===== src/rtl/counter_ctrl_pkg.sv =====
// Shared types and constants for the counter controller.
// Optional build macro: COUNTER_CTRL_STATS_EN (adds a completed-period counter).
package counter_ctrl_pkg;

    // Controller FSM states
    typedef enum logic [1:0] {
        StIdle = 2'd0,
        StLoad = 2'd1,
        StRun  = 2'd2,
        StDone = 2'd3
    } state_e;

    // Width of the optional completed-period statistics counter
    localparam int unsigned STATS_W = 16;

endpackage : counter_ctrl_pkg


===== src/rtl/counter_ctrl_if.sv =====
// Bundle of host-side control/status and counter-side signals for counter_ctrl.
// Optional build macro: COUNTER_CTRL_STATS_EN (adds periods_done).
interface counter_ctrl_if
    import counter_ctrl_pkg::*;
#(
    parameter int unsigned WIDTH = 4
);
    // Host side
    logic             start;
    logic             abort;
    logic             mode_up;
    logic             auto_reload;
    logic             pause;
    logic [WIDTH-1:0] period;
    logic             busy;
    logic             done;
`ifdef COUNTER_CTRL_STATS_EN
    logic [STATS_W-1:0] periods_done;
`endif

    // Counter side
    logic             load_n;
    logic             ce;
    logic             up_down;
    logic [WIDTH-1:0] data_load;
    logic [WIDTH-1:0] count_out;
    logic             zero;

    // Host driving the controller
    modport master (
        output start, abort, mode_up, auto_reload, pause, period,
        input  busy, done
`ifdef COUNTER_CTRL_STATS_EN
        , input periods_done
`endif
    );

    // The controller itself
    modport slave (
        input  start, abort, mode_up, auto_reload, pause, period,
        output busy, done,
        output load_n, ce, up_down, data_load,
        input  count_out, zero
`ifdef COUNTER_CTRL_STATS_EN
        , output periods_done
`endif
    );

    // The up/down counter attached beside the controller
    modport cnt (
        input  load_n, ce, up_down, data_load,
        output count_out, zero
    );

endinterface : counter_ctrl_if


===== src/rtl/counter_ctrl.sv =====
// Timing-period controller driving an external loadable up/down counter.
// Optional build macro: COUNTER_CTRL_STATS_EN (periods_done saturating counter).
module counter_ctrl
    import counter_ctrl_pkg::*;
#(
    parameter int unsigned WIDTH = 4
) (
    input  logic          clk,
    input  logic          rst_n,
    counter_ctrl_if.slave bus
);

    state_e           state_q, state_d;
    logic [WIDTH-1:0] period_q, period_d;
    logic             mode_q, mode_d;
    logic             term;

    // Terminal condition: reached period going up, reached zero going down
    always_comb begin
        term = mode_q ? (bus.count_out == period_q) : bus.zero;
    end

    // Next-state and latch update; abort wins over start and term
    always_comb begin
        state_d  = state_q;
        period_d = period_q;
        mode_d   = mode_q;
        if (bus.abort) begin
            state_d = StIdle;
        end else begin
            unique case (state_q)
                StIdle: begin
                    if (bus.start) begin
                        state_d  = StLoad;
                        period_d = bus.period;
                        mode_d   = bus.mode_up;
                    end
                end
                StLoad: state_d = StRun;
                StRun: begin
                    // Leaves on term even while paused
                    if (term) state_d = StDone;
                end
                StDone:  state_d = bus.auto_reload ? StLoad : StIdle;
                default: state_d = StIdle;
            endcase
        end
    end

    // State and latch registers with synchronous active-low reset
    always_ff @(posedge clk) begin
        if (!rst_n) begin
            state_q  <= StIdle;
            period_q <= '0;
            mode_q   <= 1'b0;
        end else begin
            state_q  <= state_d;
            period_q <= period_d;
            mode_q   <= mode_d;
        end
    end

    // Moore outputs from registered state; ce also gates on pause and term
    always_comb begin
        bus.busy      = (state_q != StIdle);
        bus.done      = (state_q == StDone);
        bus.load_n    = (state_q != StLoad);
        bus.ce        = (state_q == StRun) && !bus.pause && !term;
        bus.up_down   = (state_q == StRun) && mode_q;
        bus.data_load = '0;
        if (state_q == StLoad && !mode_q) begin
            bus.data_load = period_q;
        end
    end

`ifdef COUNTER_CTRL_STATS_EN
    logic [STATS_W-1:0] stats_q;

    // Saturating count of completed periods
    always_ff @(posedge clk) begin
        if (!rst_n) begin
            stats_q <= '0;
        end else if (state_q == StDone && stats_q != {STATS_W{1'b1}}) begin
            stats_q <= stats_q + 1'b1;
        end
    end

    assign bus.periods_done = stats_q;
`endif

endmodule : counter_ctrl


===== src/flat_wrapper.sv =====
// flat-port wrapper written by rule: the top's interface ports become plain ports
module counter_ctrl_flat import counter_ctrl_pkg::*;
#(
    parameter int unsigned WIDTH = 4
)
  (clk, rst_n, bus_start, bus_abort, bus_mode_up, bus_auto_reload, bus_pause, bus_period, bus_busy, bus_done, bus_load_n, bus_ce, bus_up_down, bus_data_load, bus_count_out, bus_zero);
  counter_ctrl_if #(.WIDTH(WIDTH)) bus_i ();
  input  logic clk;
  input  logic rst_n;
  input wire logic [$bits(bus_i.start)-1:0] bus_start;
  input wire logic [$bits(bus_i.abort)-1:0] bus_abort;
  input wire logic [$bits(bus_i.mode_up)-1:0] bus_mode_up;
  input wire logic [$bits(bus_i.auto_reload)-1:0] bus_auto_reload;
  input wire logic [$bits(bus_i.pause)-1:0] bus_pause;
  input wire logic [$bits(bus_i.period)-1:0] bus_period;
  output wire logic [$bits(bus_i.busy)-1:0] bus_busy;
  output wire logic [$bits(bus_i.done)-1:0] bus_done;
  output wire logic [$bits(bus_i.load_n)-1:0] bus_load_n;
  output wire logic [$bits(bus_i.ce)-1:0] bus_ce;
  output wire logic [$bits(bus_i.up_down)-1:0] bus_up_down;
  output wire logic [$bits(bus_i.data_load)-1:0] bus_data_load;
  input wire logic [$bits(bus_i.count_out)-1:0] bus_count_out;
  input wire logic [$bits(bus_i.zero)-1:0] bus_zero;
  assign bus_i.start = bus_start;
  assign bus_i.abort = bus_abort;
  assign bus_i.mode_up = bus_mode_up;
  assign bus_i.auto_reload = bus_auto_reload;
  assign bus_i.pause = bus_pause;
  assign bus_i.period = bus_period;
  assign bus_busy = bus_i.busy;
  assign bus_done = bus_i.done;
  assign bus_load_n = bus_i.load_n;
  assign bus_ce = bus_i.ce;
  assign bus_up_down = bus_i.up_down;
  assign bus_data_load = bus_i.data_load;
  assign bus_i.count_out = bus_count_out;
  assign bus_i.zero = bus_zero;
  counter_ctrl #(.WIDTH(WIDTH)) u_core (.clk(clk), .rst_n(rst_n), .bus(bus_i));
endmodule

===== config.mk =====
export PLATFORM = sky130hd
export DESIGN_NAME = counter_ctrl_flat
export DESIGN_NICKNAME = d
export VERILOG_FILES = /design/src/rtl/counter_ctrl_pkg.sv /design/src/rtl/counter_ctrl_if.sv /design/src/rtl/counter_ctrl.sv /design/src/flat_wrapper.sv
export SDC_FILE = /design/constraint.sdc
export NUM_CORES = 1
export LEC_CHECK = 0
export CAP_MARGIN = 25
export CORE_AREA = 2 2 39 41
export DETAILED_ROUTE_END_ITERATION = 16
export DIE_AREA = 0 0 41 43
export PLACE_DENSITY = 0.87
export SYNTH_ARGS = -nofsm -noshare
export SYNTH_HDL_FRONTEND = slang
export SYNTH_SLANG_ARGS = --single-unit

===== constraint.sdc =====
create_clock -name clk -period 2.7 [get_ports clk]
set_input_delay 0.54 -clock clk [delete_from_list [all_inputs] [get_ports clk]]
set_output_delay 0.54 -clock clk [all_outputs]
set_load 0.02 [all_outputs]

# --- Word level (Yosys, flattened, before mapping) ---
# Index checks and enable logic that the tools add are counted.
totals:
  register_bits: 7
  in_bits: 16
  output_inout_bits: 9
  word_cells: 30
classes:
  n_eq_ne: 7
  mux: 6
  bitwise: 2
  n_reduce_logical: 12
op_table:
  columns: ["operator", "n"]
  rows:
  - ["$pmux W2 S4", 1]
  - ["$eq A2 B2 Y1 const B", 2]
  - ["$eq A4 B4 Y1", 1]
  - ["$logic_and A1 B1 Y1", 4]
  - ["$mux W2", 2]
  - ["$mux W4", 1]
  - ["$ne A2 B1 Y1 const B", 2]
  - ["$logic_not A1 Y1", 3]
  - ["$reduce_and A3 Y1", 1]
  - ["$eq A2 B1 Y1 const B", 1]
  - ["$logic_not A2 Y1", 1]
  - ["$mux W1", 2]
  - ["$ne A2 B2 Y1 const B", 1]
  - ["$not A1 Y1", 2]
  - ["$reduce_and A2 Y1", 1]
  - ["$reduce_bool A2 Y1", 1]
  - ["$reduce_or A2 Y1", 1]

# --- Longest topological paths before layout ---
# Gate-level depths: netlist of the first run.
logic_depth:
  depth_word: 4
  mapped_depth: 6
  depth_no_buf: 6

# --- Least setup slack after synthesis of the first run ---
# OpenSTA, ideal clock, no wires.
synth_timing:
  path_kind: "input-to-output"
  startpoint: "input port bus_count_out[3]"
  endpoint: "output port bus_ce"
  arrival_time_ns: 1.394
  required_ns: 2.160
  setup_slack_ns: 0.766
  cell_stages: 4
  n_path_buf: 0
  cell_sequence: "xnor2_1 -> nand4_1 -> o21ai_0 -> nor3b_1"
synth_via:
  elab_chain_len: 4
synth_lines:
  columns: ["element", "line_no", "text"]
  rows:
  - ["from (decl)", "flat_wrapper.sv:22", "input wire logic [$bits(bus_i.count_out)-1:0] bus_count_out;"]
  - ["$eq A4 B4 Y1", "counter_ctrl.sv:20", "term = mode_q ? (bus.count_out == period_q) : bus.zero;"]
  - ["$mux W1", "counter_ctrl.sv:20", null]
  - ["$logic_not A1 Y1", "counter_ctrl.sv:68", "bus.ce = (state_q == StRun) && !bus.pause && !term;"]
  - ["$logic_and A1 B1 Y1", "counter_ctrl.sv:68", null]
  - ["to (decl)", "flat_wrapper.sv:19", "output wire logic [$bits(bus_i.ce)-1:0] bus_ce;"]
# Every way passes these cells.

# --- Worst setup path after layout of the first run ---
layout_timing:
  startpoint: "register u_core.state_q[0]"
  endpoint: "output port bus_up_down"
layout_via:
  elab_chain_len: 2
layout_lines:
  columns: ["element", "line_no", "text"]
  rows:
  - ["from (decl)", "counter_ctrl.sv:13", "state_e state_q, state_d;"]
  - ["from (signal assigned)", "counter_ctrl.sv:53", "state_q <= StIdle;"]
  - ["from (signal assigned)", "counter_ctrl.sv:57", "state_q <= state_d;"]
  - ["$eq A2 B2 Y1", "counter_ctrl.sv:69", "bus.up_down = (state_q == StRun) && mode_q;"]
  - ["$logic_and A1 B1 Y1", "counter_ctrl.sv:69", null]
  - ["to (decl)", "flat_wrapper.sv:20", "output wire logic [$bits(bus_i.up_down)-1:0] bus_up_down;"]
# Every way passes these cells.

==> results of run 1 <==
[cells by family after synthesis]
| family | share of synthesized area, % |
|---|---|
| compound gates | 10.7 |
| xor+xnor | 7.11 |
| flops | 28.4 |
| fa+ha+maj | 12.7 |
| mux | 12.2 |
| simple gates | 25.1 |
| buf+inv | 3.81 |
[report_power, final]
part           internal (mW)  switching, mW  leakage [nW]
Combinational         0.0429         0.0276         0.279
Clock                 0.0562         0.0356        0.0150
Sequential             0.109        0.00545        0.0572
Total                  0.208         0.0687         0.351
[worst paths after layout]
| check | startpoint | endpoint | slack, ns | cells past startpoint |
|---|---|---|---|---|
| max reg2reg | u_core.state_q[0]$_SDFFE_PP0P_ | u_core.state_q[0]$_SDFFE_PP0P_ | 1.18 | 5 |
| min reg2reg | u_core.state_q[1]$_SDFFE_PP0P_ | u_core.state_q[1]$_SDFFE_PP0P_ | 0.52 | 2 |
| min | u_core.state_q[1]$_SDFFE_PP0P_ | u_core.state_q[1]$_SDFFE_PP0P_ | 0.52 | 2 |
| max | u_core.state_q[0]$_SDFFE_PP0P_ | bus_up_down | 0.44 | 4 |
[cells in the final DEF, fill, tap and decap left out, drive strengths merged]
cell / netlist / final
a2111oi: 1 / 1
a211oi: 2 / 2
and2: 1 / 1
and3: 4 / 4
buf: 0 / 1
clkbuf: 0 / 4
clkdlybuf4s50: 0 / 23
dfxtp: 7 / 7
dlymetal6s2s: 0 / 1
ha: 5 / 5
inv: 5 / 5
mux2i: 6 / 6
nand2: 3 / 3
nand3b: 1 / 1
nand4: 1 / 1
nor2: 2 / 2
nor2b: 7 / 7
nor3b: 2 / 2
o2111a: 1 / 1
o211ai: 1 / 1
o21ai: 2 / 2
xnor2: 4 / 4
[sequential cells by signal, summed over array words and instances (netlist names)]
name	count
u_core.period_q	4
u_core.mode_q	1
u_core.state_q	2
[stage by stage]
step           cells  hold slack (ns)  util [%]
2_1_floorplan     55            0.480         -
3_3_place_gp      96            0.506      55.0
3_5_place_dp      96            0.521      55.0
4_1_cts          100            0.529      56.9
5_1_grt          100            0.552      57.1
6_report         100            0.519      57.1
[tightest hold or removal path, cell delays in order, from the launching register on]
cell and delay [ns]:
dfxtp_1 0.34, nand2_1 0.07, mux2i_1 0.06
[area by class of cell]
class                   instances  share of cell area [%]
clock buffers                   4                    3.33
inverters                       5                    2.38
repair buffers                 25                    31.7
multi-input cells              43                    42.3
well taps                      16                    2.54
flip-flops and latches          7                    17.7
[per-layer routing]
layer	routed length (um)	share of wire [%]	global-route usage [%]	vias up
li1	-	-	-	251
met1	429	42	14.0	215
met2	513	51	22.5	18
met3	63	6.2	3.14	3
met4	8	0.79	4.00	0
met5	0	0	0	-
[timing repair]
action,in CTS,in global routing
resized for setup,0,1
hold endpoints to repair,0,0
endpoints found under the setup margin,0,1
==> flow_metrics.env, run 1 <==
export IMPL_antenna_found_initial=0
export IMPL_die_area_um2=1760
export IMPL_dieHeight_um=43
export IMPL_slowest_delay_ns=0.61
export IMPL_hold_violations=0
export IMPL_start_kind="flip-flop"
export IMPL_grt_use_total_pct=12.8
export IMPL_maxCapViolations=0
export IMPL_synth_seq_area_share_pct=28.4
export IMPL_nNetsFinal=106
export IMPL_peakVddDrop_mv=0.212
export IMPL_root_buffer="clkbuf_4"
export IMPL_gp_congestion=0.753
export IMPL_holdCritPathClass="reg2reg"
export IMPL_cp_num_buf_inv=2
export IMPL_final_fill_count=141
export IMPL_slowest_stage="clkdlybuf4s50_1"
export IMPL_port_buffers=24
export IMPL_grt_max_degree=9
export IMPL_drt_first_pass_iters=5
export IMPL_setup_tns_ns=0
export IMPL_postCtsHoldBufs=0
export IMPL_power_density_nw_per_um2=350
export IMPL_grt_pass1_wl_um=1570
export IMPL_power_mw=0.277
export IMPL_core_area_um2=1380
export IMPL_postPlaceCellArea_um2=761
export IMPL_regArea_um2=140
export IMPL_vias_per_cell=4.87
export IMPL_period_share_pct=83.5
export IMPL_synthesis_nets=76
export IMPL_synth_cell_types=19
export IMPL_clk_pin_slew_ns=0.05
export IMPL_power_leakage_nw=0.351
export IMPL_antenna_cells=0
export IMPL_end_kind="output pin"
export IMPL_synth_top_area_share_pct=28.4
export IMPL_max_freq_mhz=443
export IMPL_finalCriticalPeriod_ns=2.26
export IMPL_first_iter_violations=3
export IMPL_critical_path_peak_fanout=5
export IMPL_ys_warn_count=0
export IMPL_dp_slack_ns=0.0546
export IMPL_synth_edf_count=0
export IMPL_place_hpwl_um=865
export IMPL_crit_chain="inv_1 -> ha_1 -> and2_1 -> clkdlybuf4s50_1"
export IMPL_cts_path_max_buffers=2
export IMPL_syn_avg_cell_area_um2=8.96
export IMPL_synth_flop_cell="dfxtp_1"
export IMPL_htreeDepth=1
export IMPL_synth_seq_cells=7
export IMPL_rsz0062_at_grt="no"
export IMPL_syn_area_um2=493
export IMPL_ant_nets=0
export IMPL_maxSlewViolCount=0
export IMPL_worstSetupPathType="reg2out"
export IMPL_drive_above_1_share_pct=5.95
export IMPL_cts_tree="done"
export IMPL_status="finished, final reports clean"
export IMPL_die_x_um=41
export IMPL_design_area_um2=790
export IMPL_drc=0
export IMPL_worst_slew_pin_slew_ns=0.364
export IMPL_area_growth_syn_to_layout_pct=60.2
export IMPL_synth_cells=55
export IMPL_cts_sinks=7
export IMPL_insertion_delay_ns=0.25
export IMPL_worst_ep_arrival_time_ns=1.72
export IMPL_num_rows=14
export IMPL_max_slew_margin_rel_pct=75.1
export IMPL_cts_buffers_inserted=3
export IMPL_routed_wl_um=1020
export IMPL_grt_remaining_overflow=0
export IMPL_ios=25
export IMPL_synth_top_cells_by_area="dfxtp_1, ha_1, mux2i_1"
export IMPL_num_vias=487
export IMPL_yosysTopAreaCell="dfxtp_1"
export IMPL_skew_ns=0.00349
export IMPL_postCtsSetupRepairBufs=0
export IMPL_start_util_pct=35.6
export IMPL_setup_ws_ns=0.445
export IMPL_async_reset_ff_share_pct=0
export IMPL_grt_pass1_vias=439
export IMPL_multi_input_area_um2=334
export IMPL_synth_top_cells_by_count="dfxtp_1, nor2b_1, mux2i_1"
export IMPL_crit_family="buffers and inverters"
export IMPL_wl_per_cell_um=10.2
export IMPL_setup_viol=0
export IMPL_critPathRequiredTime_ns=2.16
Note: power is estimated with default switching activity, not from simulation.
==> inputs of run 2 (changes only) <==
--- a/config.mk
+++ b/config.mk
@@ -6,9 +6,9 @@
 export NUM_CORES = 1
 export LEC_CHECK = 0
 export CAP_MARGIN = 25
-export CORE_AREA = 2 2 39 41
+export CORE_MARGIN = 2
+export CORE_UTILIZATION = 37
 export DETAILED_ROUTE_END_ITERATION = 16
-export DIE_AREA = 0 0 41 43
 export PLACE_DENSITY = 0.87
 export SYNTH_ARGS = -nofsm -noshare
 export SYNTH_HDL_FRONTEND = slang
==> constraint.sdc (replaced) <==
create_clock -name clk -period 2.2 [get_ports clk]
set_input_delay 0.44 -clock clk [delete_from_list [all_inputs] [get_ports clk]]
set_output_delay 0.44 -clock clk [all_outputs]
set_load 0.02 [all_outputs]
==> run 2 against run 1 <==
Effect of this change:
- worst hold slack better by 0.020 ns
- sequential power is 23% higher
- flip-flop and latch count stayed put
- cell area is 1.4% higher
- first-iteration DRC count is 130% higher
- clock power is 25% higher
- highest routed layer unchanged
==> flow_metrics.env, run 2 (same netlist as run 1, synthesis figures left out) <==
export IMPL_period_share_pct=96.8
export IMPL_maxCapViolations=0
export IMPL_root_buffer="clkbuf_4"
export IMPL_drc=0
export IMPL_cts_tree="done"
export IMPL_grt_pass1_vias=421
export IMPL_wl_per_cell_um=11.3
export IMPL_max_slew_margin_rel_pct=70.9
export IMPL_critPathRequiredTime_ns=1.76
export IMPL_nNetsFinal=107
export IMPL_grt_max_degree=9
export IMPL_largest_register="u_core.period_q"
export IMPL_num_vias=481
export IMPL_setup_ws_ns=0.0708
export IMPL_status="finished, final reports clean"
export IMPL_insertion_delay_ns=0.25
export IMPL_grt_busiest_layer="met2"
export IMPL_power_leakage_nw=0.422
export IMPL_ios=25
export IMPL_first_iter_violations=7
export IMPL_maxSlewViolCount=0
export IMPL_skew_ns=0.000352
export IMPL_worst_ep_arrival_time_ns=1.69
export IMPL_finalCriticalPeriod_ns=2.13
export IMPL_antenna_found_initial=0
export IMPL_largestRegisters="u_core.period_q: 4 flops, u_core.state_q: 2 flops, u_core.mode_q: 1 flops"
export IMPL_peakVddDrop_mv=0.378
export IMPL_die_area_um2=1640
export IMPL_holdCritPathClass="reg2reg"
export IMPL_drive_above_1_share_pct=7.06
export IMPL_rsz0062_at_grt="no"
export IMPL_antenna_cells=0
export IMPL_place_hpwl_um=922
export IMPL_grt_pass1_wl_um=1770
export IMPL_gp_congestion=0.745
export IMPL_layout_common_cells="clkdlybuf4s50_1, nor2b_1, dfxtp_1"
export IMPL_layout_commonest_cell="clkdlybuf4s50_1"
export IMPL_htreeDepth=1
export IMPL_setup_viol=0
export IMPL_max_freq_mhz=470
export IMPL_postCtsHoldBufs=0
export IMPL_core_area_um2=1270
export IMPL_setup_tns_ns=0
export IMPL_end_kind="output pin"
export IMPL_final_util_pct=63.1
export IMPL_grt_use_met1_pct=18.7
export IMPL_worst_slew_pin_slew_ns=0.426
export IMPL_use_met2_pct=29.8
export IMPL_num_rows=13
export IMPL_critical_path_peak_fanout=2
export IMPL_die_x_um=40.5
export IMPL_largest_register_ffs=4
export IMPL_clk_pin_slew_ns=0.05
export IMPL_grt_remaining_overflow=0
export IMPL_drt_first_pass_iters=4
export IMPL_vias_per_cell=4.81
export IMPL_area_growth_syn_to_layout_pct=62.4
export IMPL_port_buffers=24
export IMPL_worstSetupPathType="in2out"
export IMPL_grt_use_total_pct=16.7
export IMPL_hold_violations=0
export IMPL_power_density_nw_per_um2=431
export IMPL_postPlaceCellArea_um2=767
export IMPL_start_kind="input pin"
export IMPL_dp_slack_ns=-0.229
export IMPL_routed_wl_um=1130
export IMPL_design_area_um2=801
export IMPL_cts_buffers_inserted=3
export IMPL_cts_path_max_buffers=2
export IMPL_met3_usage_pct=3.33
export IMPL_dieHeight_um=40.5
export IMPL_start_util_pct=38.9
export IMPL_ant_nets=0
export IMPL_postCtsSetupRepairBufs=0
export IMPL_cts_sinks=7
## run 2: what timing repair did
action,CTS,global route
pin swaps,0,1
setup endpoints to repair,2,5
gates resized for setup,2,7
hold endpoints to repair,0,0
## run 2: cell type report
| class | instances | area, um2 |
|---|---|---|
| clock buffer | 4 | 26.3 |
| fill | 122 | 468 |
| inverter | 5 | 18.8 |
| multi-input combinational | 43 | 334 |
| sequential | 7 | 140 |
| tap | 15 | 18.8 |
| timing repair buffer | 26 | 263 |
## run 2: layer usage
metal	vias up	wire length, um
met5	-	0
met3	4	74
met2	18	548
li1	254	-
met1	205	482
met4	0	25
## run 2: final timing paths
path,from,to,slack (ns),depth (start not counted)
setup / recovery,bus_count_out[0],bus_ce,0.07,6
hold / removal,u_core.state_q[1]$_SDFFE_PP0P_,u_core.state_q[1]$_SDFFE_PP0P_,0.54,2
setup reg to reg,u_core.state_q[0]$_SDFFE_PP0P_,u_core.state_q[0]$_SDFFE_PP0P_,0.63,5
hold reg to reg,u_core.state_q[1]$_SDFFE_PP0P_,u_core.state_q[1]$_SDFFE_PP0P_,0.54,2
## run 2: worst max-delay path: stages
cell and delay [ns]:
clkdlybuf4s50_1 0.43, xnor2_1 0.13, nand4_1 0.12, o21ai_1 0.07, nor3b_1 0.16, dlygate4sd1_1 0.33
## run 2: stage by stage
stage	std cells	hold slack [ns]	total power, mW
detailed placement	96	0.542	0.233
CTS	100	0.549	0.349
finish	100	0.539	0.345
floorplan	55	0.480	0.185
global route	100	0.584	0.360
global placement	96	0.505	0.230
## run 2: power by group
part	total, mW	switching [mW]	internal, mW
clock network	0.115	0.0460	0.0691
registers	0.140	0.00653	0.134
logic	0.0897	0.0358	0.0539
total	0.345	0.0883	0.257
==> inputs of run 3 (changes only) <==
--- a/config.mk
+++ b/config.mk
@@ -8,6 +8,7 @@
 export CAP_MARGIN = 25
 export CORE_MARGIN = 2
 export CORE_UTILIZATION = 37
+export CTS_CLUSTER_DIAMETER = 150
 export DETAILED_ROUTE_END_ITERATION = 16
 export PLACE_DENSITY = 0.87
 export SYNTH_ARGS = -nofsm -noshare
==> results of run 3 <==
No change in the layout: final DEF, timing and power equal those of run 2.
